## config.mk

```make
export PLATFORM = sky130hd
export DESIGN_NAME = hamming_encoder_7_4
export DESIGN_NICKNAME = d
export VERILOG_FILES = /design/src/rtl/hamming_encoder_7_4.sv
export SDC_FILE = /design/constraint.sdc
export NUM_CORES = 1
export LEC_CHECK = 0
export CAP_MARGIN = 20
export CORE_AREA = 2 2 39 41
export DETAILED_ROUTE_END_ITERATION = 16
export DIE_AREA = 0 0 41 43
export PLACE_DENSITY = 0.63
export SYNTH_ARGS = -nofsm -noshare
export SYNTH_HDL_FRONTEND = slang
export SYNTH_SLANG_ARGS = --single-unit
```

## constraint.sdc

```tcl
create_clock -name clk -period 0.8 [get_ports clk]
set_input_delay 0.08 -clock clk [delete_from_list [all_inputs] [get_ports clk]]
set_output_delay 0.08 -clock clk [all_outputs]
set_load 0.05 [all_outputs]
```

## src/rtl/hamming_encoder_7_4.sv

```systemverilog
// rtl/hamming_encoder_7_4.sv - registered Hamming(7,4) encoder with 1- or 2-stage pipeline
module hamming_encoder_7_4 #(
    parameter int PIPE_STAGES = 1
) (
    input  logic       clk,
    input  logic       rst_n,      // asynchronous, active-high despite the name
    input  logic       ena,
    input  logic [3:0] data_in,
    output logic [6:0] code_out,
    output logic       valid_out
);

    generate
        if (PIPE_STAGES != 1 && PIPE_STAGES != 2) begin : g_bad_pipe_stages
            $error("hamming_encoder_7_4: PIPE_STAGES must be 1 or 2");
        end
    endgenerate

    // Codeword positions 7..1 = {d3,d2,d1,p3,d0,p2,p1}
    function automatic logic [6:0] encode(input logic [3:0] d);
        logic p1;
        logic p2;
        logic p3;
        p1 = d[0] ^ d[1] ^ d[3];
        p2 = d[0] ^ d[2] ^ d[3];
        p3 = d[1] ^ d[2] ^ d[3];
        return {d[3], d[2], d[1], p3, d[0], p2, p1};
    endfunction

    logic [PIPE_STAGES-1:0]      valid_q;
    logic [PIPE_STAGES-1:0]      valid_d;
    logic [PIPE_STAGES-1:0][6:0] code_q;
    logic [PIPE_STAGES-1:0][6:0] code_d;

    // Stage 0 encodes on acceptance and otherwise holds its code so that an idle
    // (possibly undriven) data_in never reaches code_out; later stages just delay.
    always_comb begin
        valid_d    = '0;
        code_d     = code_q;
        valid_d[0] = ena;
        code_d[0]  = ena ? encode(data_in) : code_q[0];
        for (int i = 1; i < PIPE_STAGES; i++) begin
            valid_d[i] = valid_q[i-1];
            code_d[i]  = code_q[i-1];
        end
    end

    // Pipeline registers; reset discards every word in flight.
    always_ff @(posedge clk or posedge rst_n) begin
        if (rst_n) begin
            valid_q <= '0;
            code_q  <= '0;
        end else begin
            valid_q <= valid_d;
            code_q  <= code_d;
        end
    end

    assign code_out  = code_q[PIPE_STAGES-1];
    assign valid_out = valid_q[PIPE_STAGES-1];

endmodule

```

-- Word-level counts from Yosys, hierarchy flattened
Cells that the tools add are included.
- logic and storage cells: 8
- bits in registers: 8
- output and inout bits: 8
- bits of input ports: 7
- bitwise logic cells: 6
- operators by type and width (kind ; number):
    bitwise XOR 1 bit ; 6

-- Longest topological paths before layout
Gate-level depths: netlist of the first run.
- word-level depth: 2
- depth in mapped cells: 2
- depth with buffers taken out: 2

-- Least setup slack after synthesis of the first run
OpenSTA, ideal clock, no wires.
- path kind: register to register
- start point: register code_out[3] (netlist name)
- end point: register code_q, in the netlist code_out[3]
- clock period less this slack: 0.994 ns
- data arrival time: 0.869 ns
- data required time: 0.675 ns
- cell stages (with the launch flop): 2
- slack: -0.194 ns
- buffers on the path: 0
- library setup time: 0.125 ns
- cell sequence: dfrtp_1 -> mux2_4
- RTL lines (what ; line ; text):
    end signal, assigned ; 55 ; code_q <= code_d;
    end, declared ; 32 ; logic [PIPE_STAGES-1:0][6:0] code_q;

-- Worst setup path after layout of the first run
- start point: register code_q, in the netlist code_out[3]
- end point: output port code_out[3]
- RTL lines (what ; line ; text):
    end, declared ; 9 ; output logic [6:0] code_out,
No word-level cell between the ends.

==> results of run 1 <==
-- power by group through the flow --
| stage | registers, mW | clock network (mW) | logic (mW) |
|---|---|---|---|
| after floorplan | 0.694 | 0 | 0.137 |
| after global routing | 0.513 | 0.387 | 0.770 |
| after CTS | 0.508 | 0.347 | 0.746 |
| final | 0.506 | 0.334 | 0.740 |
| after detailed placement | 0.503 | 0 | 0.718 |
| after global placement | 0.503 | 0 | 0.713 |
-- final timing paths --
kind / from / to / slack (ns) / cells after the start
max in group asynchronous: rst_n / code_out[0]$_DFFE_PP0P_ / 0.45 / 2
max: code_out[3]$_DFFE_PP0P_ / code_out[3] / -0.20 / 2
min reg2reg: code_out[0]$_DFFE_PP0P_ / code_out[0]$_DFFE_PP0P_ / 0.53 / 1
min in group clk: data_in[3] / code_out[6]$_DFFE_PP0P_ / 0.13 / 2
min: rst_n / code_out[3]$_DFFE_PP0P_ / 0.08 / 2
max reg2reg: code_out[5]$_DFFE_PP0P_ / code_out[5]$_DFFE_PP0P_ / 0.01 / 1
-- synth_stat cells --
library cell and count:
buf_2 1, dfrtp_1 8, inv_1 1, mux2_2 6, mux2_4 1, xor3_1 3
-- state kept, by name, indices dropped and copies added, names as in the netlist --
| signal | cells |
|---|---|
| code_out | 7 |
| valid_out | 1 |
-- metal layers --
layer,up-vias,share of wire [%],GRT usage (%)
li1,120,-,-
met4,0,0,6.00
met2,7,54,16.6
met3,0,7.1,5.24
met1,127,38,13.3
met5,-,0,0
-- cells by family (layout without fill, tap and decap cells) --
kind of cell | count (synthesis) | in the layout | share of synthesized area (%)
xor gates and xnor gates | 3 | 3 | 19.7
buffers and inverters | 2 | 28 | 2.41
DFF | 8 | 8 | 55.2
muxes | 7 | 7 | 22.8
-- stage by stage --
step	hold WS [ns]	worst slack, ns	utilization, %	instance area, um2	setup TNS (ns)
final	0.0778	-0.198	54.1	748	-1.40
after global placement	0.341	-0.609	50.4	697	-3.10
after global routing	0.103	-0.232	54.1	748	-1.73
after floorplan	-0.105	-0.109	-	394	-0.766
after detailed placement	0.359	-0.626	50.4	697	-3.08
after CTS	0.0853	-0.205	54.1	748	-1.49
-- critical path, cell delays in order (launching register included) --
cell	delay [ns]
dfrtp_2	0.41
buf_6	0.12
buf_12	0.13
-- final cells by class --
| cell class | instances | area share [%] |
|---|---|---|
| repair buffers | 23 | 41.8 |
| flip-flops and latches | 8 | 27.9 |
| multi-input cells | 10 | 23.6 |
| clock buffers | 4 | 3.51 |
| well taps | 16 | 2.68 |
| inverters | 1 | 0.502 |
-- what timing repair did --
action,4_1_cts,5_1_grt
resized for setup,20,0
endpoints found under the setup margin,15,14
hold buffers,0,0
pin swaps,3,0
==> impl_metrics.py, run 1 <==
metrics = {
    "status": {
        "outcome": "finished with violations",
        "failed_checks": "setup timing",
    },
    "synthesis": {
        "yosysWarnings": 0,
        "yosysSeqAreaShare_pct": 55.2,
        "synth.avg_cell_area_um2": 18.1,
        "netlist_instances": 20,
        "synthTopCellsByArea": "dfrtp_1, xor3_1, mux2_2",
        "syn_area_um2": 363,
        "synthDominantCellAreaShare_pct": 55.2,
        "ys_ff_latch": 8,
        "syn_nets": 27,
        "yosysUniqueCellTypes": 6,
        "synth_top_area_cell": "dfrtp_1",
    },
    "die": {
        "die_w_um": 41,
        "die_height_um": 43,
        "dieArea_um2": 1760,
        "core_area_um2": 1380,
        "rows": 14,
        "io_pins": 15,
        "start_util_pct": 26.2,
    },
    "clock_tree": {
        "cts_buffers": 3,
        "cts_tree": "built",
        "cts_sinks": 8,
        "post_cts_buffers": 0,
        "worstSkewPairLatency_ns": 0.25,
        "clk_pin_slew_ns": 0.06,
        "clk_path_buf_depth": 2,
        "root_buffer": "clkbuf_4",
        "htreeDepth": 1,
    },
    "sta": {
        "slew_headroom_pct": 78.2,
        "slew_violations": 0,
        "worst_pin_slew_ns": 0.326,
        "timing.fmax_mhz": 1000,
        "rsz0062_at_grt": "true",
        "setup_viol": 8,
        "fin_crit_ns": 0.998,
        "finalCritPeriodShare_pct": 125,
        "layout_setup_ws_ns": -0.198,
        "finClkSkew_ns": 0,
        "hold_violations": 0,
    },
    "routing": {
        "drtIter0Drc": 1,
        "dr_total_vias": 254,
        "wl_um": 714,
        "viasPerCell": 4.10,
        "final_antenna_net_count": 0,
        "dr.pass1.iters": 2,
        "drc": 0,
        "detail_route.wl_per_cell_um": 11.5,
    },
    "pwr": {
        "power_density_nw_per_um2": 2110,
        "pwr-share-clk_pct": 21.1,
        "swShare_pct": 31.0,
        "internal-power_mw": 1.09,
        "ir_drop_mv": 0.822,
        "p_comb_share_pct": 46.8,
        "p_total_mw": 1.58,
        "seqPwrFrac_pct": 32.0,
        "switching_power_uw": 489,
        "p_leak_nw": 0.366,
    },
    "worst_setup_path": {
        "critPathArrivalTime_ns": 0.92,
        "critPathMaxFanout": 2,
        "start_kind": "flip-flop",
        "critPathKind": "flip-flop to output port",
        "required_ns": 0.72,
        "endpoint_kind": "output port",
    },
    "flow_run": {
        "max_cap_viol_count": 0,
    },
    "final_layout": {
        "multi_input_comb_area_um2": 176,
        "final_cell_mix": "buf_12, buf_6, mux2_4, dfrtp_2",
        "area_delta_synth_final_pct": 106,
        "seq_area_um2": 209,
        "final_layout_size_suffix_gt1_share_pct": 80.4,
        "final.fill_count": 112,
        "final_cells": 62,
        "antenna-diode-count": 0,
        "nets": 54,
    },
    "global_routing": {
        "grt_pass1_vias": 291,
        "grt_pass1_wl_um": 1300,
        "grtUsageTotal_pct": 11.4,
        "antenna_found_initial": 0,
        "overflow": 0,
        "grt_max_degree": 9,
    },
    "placement": {
        "routabilityCongestion": 0.683,
        "io_buffers": 14,
        "dpl.cell_count": 58,
        "dp_hpwl_um": 566,
    },
    "worst_hold_path": {
        "hold_class": "primary input to asynchronous set/reset pin",
    },
}
Note: power is estimated with default switching activity, not from simulation.
==> run 2, diff against run 1 <==
--- a/config.mk
+++ b/config.mk
@@ -9,7 +9,7 @@
 export CORE_AREA = 2 2 39 41
 export DETAILED_ROUTE_END_ITERATION = 16
 export DIE_AREA = 0 0 41 43
-export PLACE_DENSITY = 0.63
+export PLACE_DENSITY = 0.61
 export SYNTH_ARGS = -nofsm -noshare
 export SYNTH_HDL_FRONTEND = slang
 export SYNTH_SLANG_ARGS = --single-unit
==> constraint.sdc (replaced) <==
create_clock -name clk -period 1.1 [get_ports clk]
set_input_delay 0.11 -clock clk [delete_from_list [all_inputs] [get_ports clk]]
set_output_delay 0.11 -clock clk [all_outputs]
set_load 0.05 [all_outputs]
==> run 2 against run 1 <==
  * The flow now finishes without violations
  * Clock power down 38%
  * Clock skew unchanged
  * Global-route usage down 1.2 points
  * Via count down 12%
  * Cell area down 16%
  * Routed wire length down 7.3%
  * Die area unchanged
  * Total power down 37%
  * Sequential power down 25%
  * Cell count down 13%
  * Core utilization down 8.5 points
  * Sequential share of layout area up 3.8 points
==> impl_metrics.py, run 2 (synthesis gave the netlist of run 1 again) <==
metrics = {
    "worst_setup_path": {
        "critPathKind": "primary input to flip-flop",
        "crit_family": "buffers and inverters",
        "slowest_delay_ns": 0.49,
        "reg2reg_to": "code_out[6]$_DFFE_PP0P_",
        "path_cells": "clkdlybuf4s50_1 > buf_4 > mux2_2",
        "rrSetupSlack_ns": 0.28,
        "path_buf_inv": 2,
        "ff2ff_path_depth": 1,
        "critPathArrivalTime_ns": 1.09,
        "critical_path.slowest_cell": "clkdlybuf4s50_1",
        "required_ns": 1.22,
        "endpoint_kind": "flip-flop",
        "r2r_start": "code_out[6]$_DFFE_PP0P_",
        "critPathMaxFanout": 4,
        "start_kind": "primary input",
    },
    "global_routing": {
        "grtUsageTotal_pct": 10.2,
        "grt_max_degree": 9,
        "overflow": 0,
        "grt_pass1_wl_um": 1170,
        "antenna_found_initial": 0,
        "grt_pass1_vias": 268,
    },
    "sta": {
        "slew_headroom_pct": 79.8,
        "timing.fmax_mhz": 1040,
        "fin_crit_ns": 0.964,
        "rsz0062_at_grt": "false",
        "finClkSkew_ns": 0,
        "final.setup.tns_ns": 0,
        "layout_setup_ws_ns": 0.136,
        "timing.hold.ws_ns": 0.110,
        "finalCritPeriodShare_pct": 87.6,
        "worst_pin_slew_ns": 0.302,
        "slew_violations": 0,
        "setup_viol": 0,
        "hold_violations": 0,
    },
    "clock_tree": {
        "worstSkewPairLatency_ns": 0.24,
        "htreeDepth": 1,
        "post_cts_buffers": 0,
        "cts_tree": "built",
        "holdBufCountCts": 0,
        "cts_sinks": 8,
        "root_buffer": "clkbuf_4",
        "clk_path_buf_depth": 2,
        "post_cts_resized": 4,
        "clk_pin_slew_ns": 0.05,
        "cts_buffers": 3,
    },
    "routing": {
        "drc": 0,
        "dr.pass1.iters": 1,
        "viasPerCell": 4.15,
        "dr_total_vias": 224,
        "wl_um": 662,
        "final_antenna_net_count": 0,
        "detail_route.wl_per_cell_um": 12.3,
        "drtIter0Drc": 0,
    },
    "die": {
        "die_height_um": 43,
        "die_w_um": 41,
        "io_pins": 15,
        "dieArea_um2": 1760,
        "start_util_pct": 26.2,
        "rows": 14,
        "core_area_um2": 1380,
    },
    "placement": {
        "io_buffers": 14,
        "placedInstanceArea_um2": 613,
        "pre_cts_ws_ns": -0.336,
        "routabilityCongestion": 0.585,
        "dp_hpwl_um": 560,
    },
    "final_layout": {
        "nets": 47,
        "antenna-diode-count": 0,
        "final_layout_size_suffix_gt1_share_pct": 52.6,
        "final_cell_mix": "dfrtp_1, buf_12, mux2_2",
        "final_area_um2": 631,
        "final.fill_count": 130,
        "area_delta_synth_final_pct": 73.8,
        "largest_reg_flops": 7,
    },
    "status": {
        "outcome": "finished clean",
    },
    "pwr": {
        "p_leak_nw": 0.304,
        "power_density_nw_per_um2": 1590,
        "ir_drop_mv": 0.721,
    },
    "flow_run": {
        "max_cap_viol_count": 0,
    },
    "worst_hold_path": {
        "hold_class": "primary input to asynchronous set/reset pin",
    },
}
-- run 2: cell types whose count changed in the layout (fill, tap and decap cells not counted), moves of 2 or more --
cell,delta
buf_6,-8
clkdlybuf4s15_2,-2
dfrtp_1,+7
dfrtp_2,-7
dlygate4sd2_1,+2
mux2_2,+6
mux2_4,-6
-- run 2: metal layers --
layer | global-route usage [%] | wire length, um
met5 | 0 | 0
met4 | 4.00 | 0
met3 | 4.19 | 66
met2 | 14.1 | 325
met1 | 13.9 | 270
-- run 2: final cells by class --
cell class	count	area (um2)	share of cell area, %
multi-input combinational	10	154	24.4
sequential	8	200	31.7
clock buffer	3	22.5	3.57
tap	16	20.0	3.17
inverter	1	3.75	0.595
timing repair buffer	16	230	36.5
-- run 2: worst max-delay path by stage --
stage                            start                      end  slack [ns]  cells after the start
2_1_floorplan  code_out[3]$_DFFE_PP0P_  code_out[3]$_DFFE_PP0P_        0.11                      1
3_3_place_gp                data_in[0]  code_out[0]$_DFFE_PP0P_       -0.32                      3
3_5_place_dp                data_in[0]  code_out[1]$_DFFE_PP0P_       -0.34                      3
4_1_cts                     data_in[3]  code_out[1]$_DFFE_PP0P_        0.12                      3
5_1_grt                            ena  code_out[5]$_DFFE_PP0P_        0.09                      3
6_report                           ena  code_out[4]$_DFFE_PP0P_        0.14                      3
-- run 2: per-stage QoR --
stage          util (%)  instances  power, mW
4_1_cts            45.6         54       1.02
5_1_grt            45.6         54       1.05
3_3_place_gp       44.3         51      0.801
3_5_place_dp       44.3         51      0.808
2_1_floorplan         -         20      0.575
6_report           45.6         54       1.00
-- run 2: power by group --
group | internal, mW | total (mW) | switching [mW] | leakage (nW)
clock network | 0.124 | 0.208 | 0.0838 | 0.0138
registers | 0.334 | 0.377 | 0.0426 | 0.0935
logic | 0.226 | 0.417 | 0.191 | 0.196
==> run 3, diff against run 2 <==
==> constraint.sdc (replaced) <==
create_clock -name clk -period 1.25 [get_ports clk]
set_input_delay 0.125 -clock clk [delete_from_list [all_inputs] [get_ports clk]]
set_output_delay 0.125 -clock clk [all_outputs]
set_load 0.05 [all_outputs]
==> run 3 against run 2 <==
  * Routed wire length is 3.8% lower
  * Cell count is 3.7% lower
  * Clock-buffer cell count stayed put
  * Non-clock buffer count is 2 lower
  * Register-to-register slack better by 0.17 ns
  * Sequential power is 12% lower
  * Critical path type unchanged
  * Highest routed layer unchanged
==> impl_metrics.py, run 3 (synthesis gave the netlist of run 1 again) <==
metrics = {
    "worst_setup_path": {
        "start_kind": "primary input",
        "endpoint_kind": "flip-flop",
        "critPathMaxFanout": 3,
        "critPathKind": "primary input to flip-flop",
        "path_cells": "clkdlybuf4s50_1 > xor3_1 > mux2_4",
        "required_ns": 1.38,
        "rrSetupSlack_ns": 0.45,
        "slowest_delay_ns": 0.53,
        "critical_path.slowest_cell": "clkdlybuf4s50_1",
        "critPathArrivalTime_ns": 1.33,
    },
    "sta": {
        "layout_setup_ws_ns": 0.0487,
        "worst_pin_slew_ns": 0.368,
        "fin_crit_ns": 1.20,
        "slew_violations": 0,
        "hold_violations": 0,
        "finClkSkew_ns": 0,
        "setup_viol": 0,
        "rsz0062_at_grt": "false",
        "slew_headroom_pct": 75.4,
        "timing.fmax_mhz": 832,
        "finalCritPeriodShare_pct": 96.1,
    },
    "routing": {
        "drc": 0,
        "wl_um": 637,
        "viasPerCell": 4.25,
        "dr.pass1.iters": 2,
        "dr_total_vias": 221,
        "final_antenna_net_count": 0,
        "detail_route.wl_per_cell_um": 12.3,
        "drtIter0Drc": 3,
    },
    "worst_hold_path": {
        "hold_class": "primary input to asynchronous set/reset pin",
    },
    "clock_tree": {
        "worstSkewPairLatency_ns": 0.24,
        "clk_pin_slew_ns": 0.05,
        "post_cts_resized": 0,
        "cts_tree": "built",
        "holdBufCountCts": 0,
        "root_buffer": "clkbuf_4",
        "clk_path_buf_depth": 2,
        "cts_sinks": 8,
        "post_cts_buffers": 0,
        "cts_buffers": 3,
        "htreeDepth": 1,
    },
    "final_layout": {
        "antenna-diode-count": 0,
        "largest_reg_flops": 7,
        "area_delta_synth_final_pct": 71.0,
        "final_layout_size_suffix_gt1_share_pct": 50.0,
        "final_cell_mix": "dfrtp_1, buf_12, mux2_2, clkdlybuf4s50_1",
        "nets": 45,
        "fin_util_pct": 44.8,
    },
    "die": {
        "io_pins": 15,
        "start_util_pct": 26.2,
        "die_height_um": 43,
        "rows": 14,
        "core_area_um2": 1380,
        "dieArea_um2": 1760,
        "die_w_um": 41,
    },
    "global_routing": {
        "grt_max_degree": 9,
        "grtUsageTotal_pct": 9.43,
        "grt_pass1_vias": 247,
        "overflow": 0,
        "grt_pass1_wl_um": 1050,
        "antenna_found_initial": 0,
    },
    "pwr": {
        "p_leak_nw": 0.289,
        "ir_drop_mv": 0.849,
        "power_density_nw_per_um2": 1420,
    },
    "placement": {
        "routabilityCongestion": 0.605,
        "pre_cts_ws_ns": -0.214,
        "io_buffers": 14,
        "dp_hpwl_um": 515,
    },
    "flow_run": {
        "max_cap_viol_count": 0,
    },
    "status": {
        "outcome": "finished clean",
    },
}
==> run 3: area by class of cell <==
| class | count | area (um2) |
|---|---|---|
| fill | 128 | 763 |
| timing repair buffer | 14 | 220 |
| sequential | 8 | 200 |
| multi-input combinational | 10 | 154 |
| clock buffer | 3 | 22.5 |
| tap | 16 | 20.0 |
| inverter | 1 | 3.75 |
==> run 3: path summary, 6_finish.rpt <==
kind | end | from | depth (start not counted)
min in group clk | code_out[2]$_DFFE_PP0P_ | data_in[0] | 2
setup / recovery | code_out[3]$_DFFE_PP0P_ | data_in[1] | 3
setup reg to reg | code_out[3]$_DFFE_PP0P_ | code_out[3]$_DFFE_PP0P_ | 1
hold / removal | code_out[6]$_DFFE_PP0P_ | rst_n | 2
max in group asynchronous | code_out[2]$_DFFE_PP0P_ | rst_n | 2
hold reg to reg | code_out[4]$_DFFE_PP0P_ | code_out[4]$_DFFE_PP0P_ | 1
==> run 3: stage by stage <==
stage	TNS [ns]	instances	hold WS, ns	instance area [um2]	total power [mW]
after floorplan	0	20	-0.0593	363	0.506
after global placement	-0.788	49	0.383	598	0.700
after detailed placement	-0.893	49	0.393	598	0.704
after CTS	0	52	0.128	621	0.894
after global routing	0	52	0.146	621	0.930
final	0	52	0.122	621	0.879
==> run 3: report_power, final <==
group	internal, mW	total [mW]	switching (mW)
clock network	0.109	0.184	0.0746
registers	0.294	0.331	0.0368
logic	0.199	0.365	0.166
==> run 3: worst max-delay path, delay by kind of cell <==
kind	cells	cell delay [ns]
buffers and inverters	1	0.53
muxes	1	0.26
xor gates and xnor gates	1	0.42
==> run 3: metal layers <==
layer	routed length [um]	vias to the layer above	GRT usage, %
li1	-	104	-
met1	274	103	13.1
met2	287	14	11.3
met3	75	0	4.71
met4	0	0	6.00
met5	0	-	0
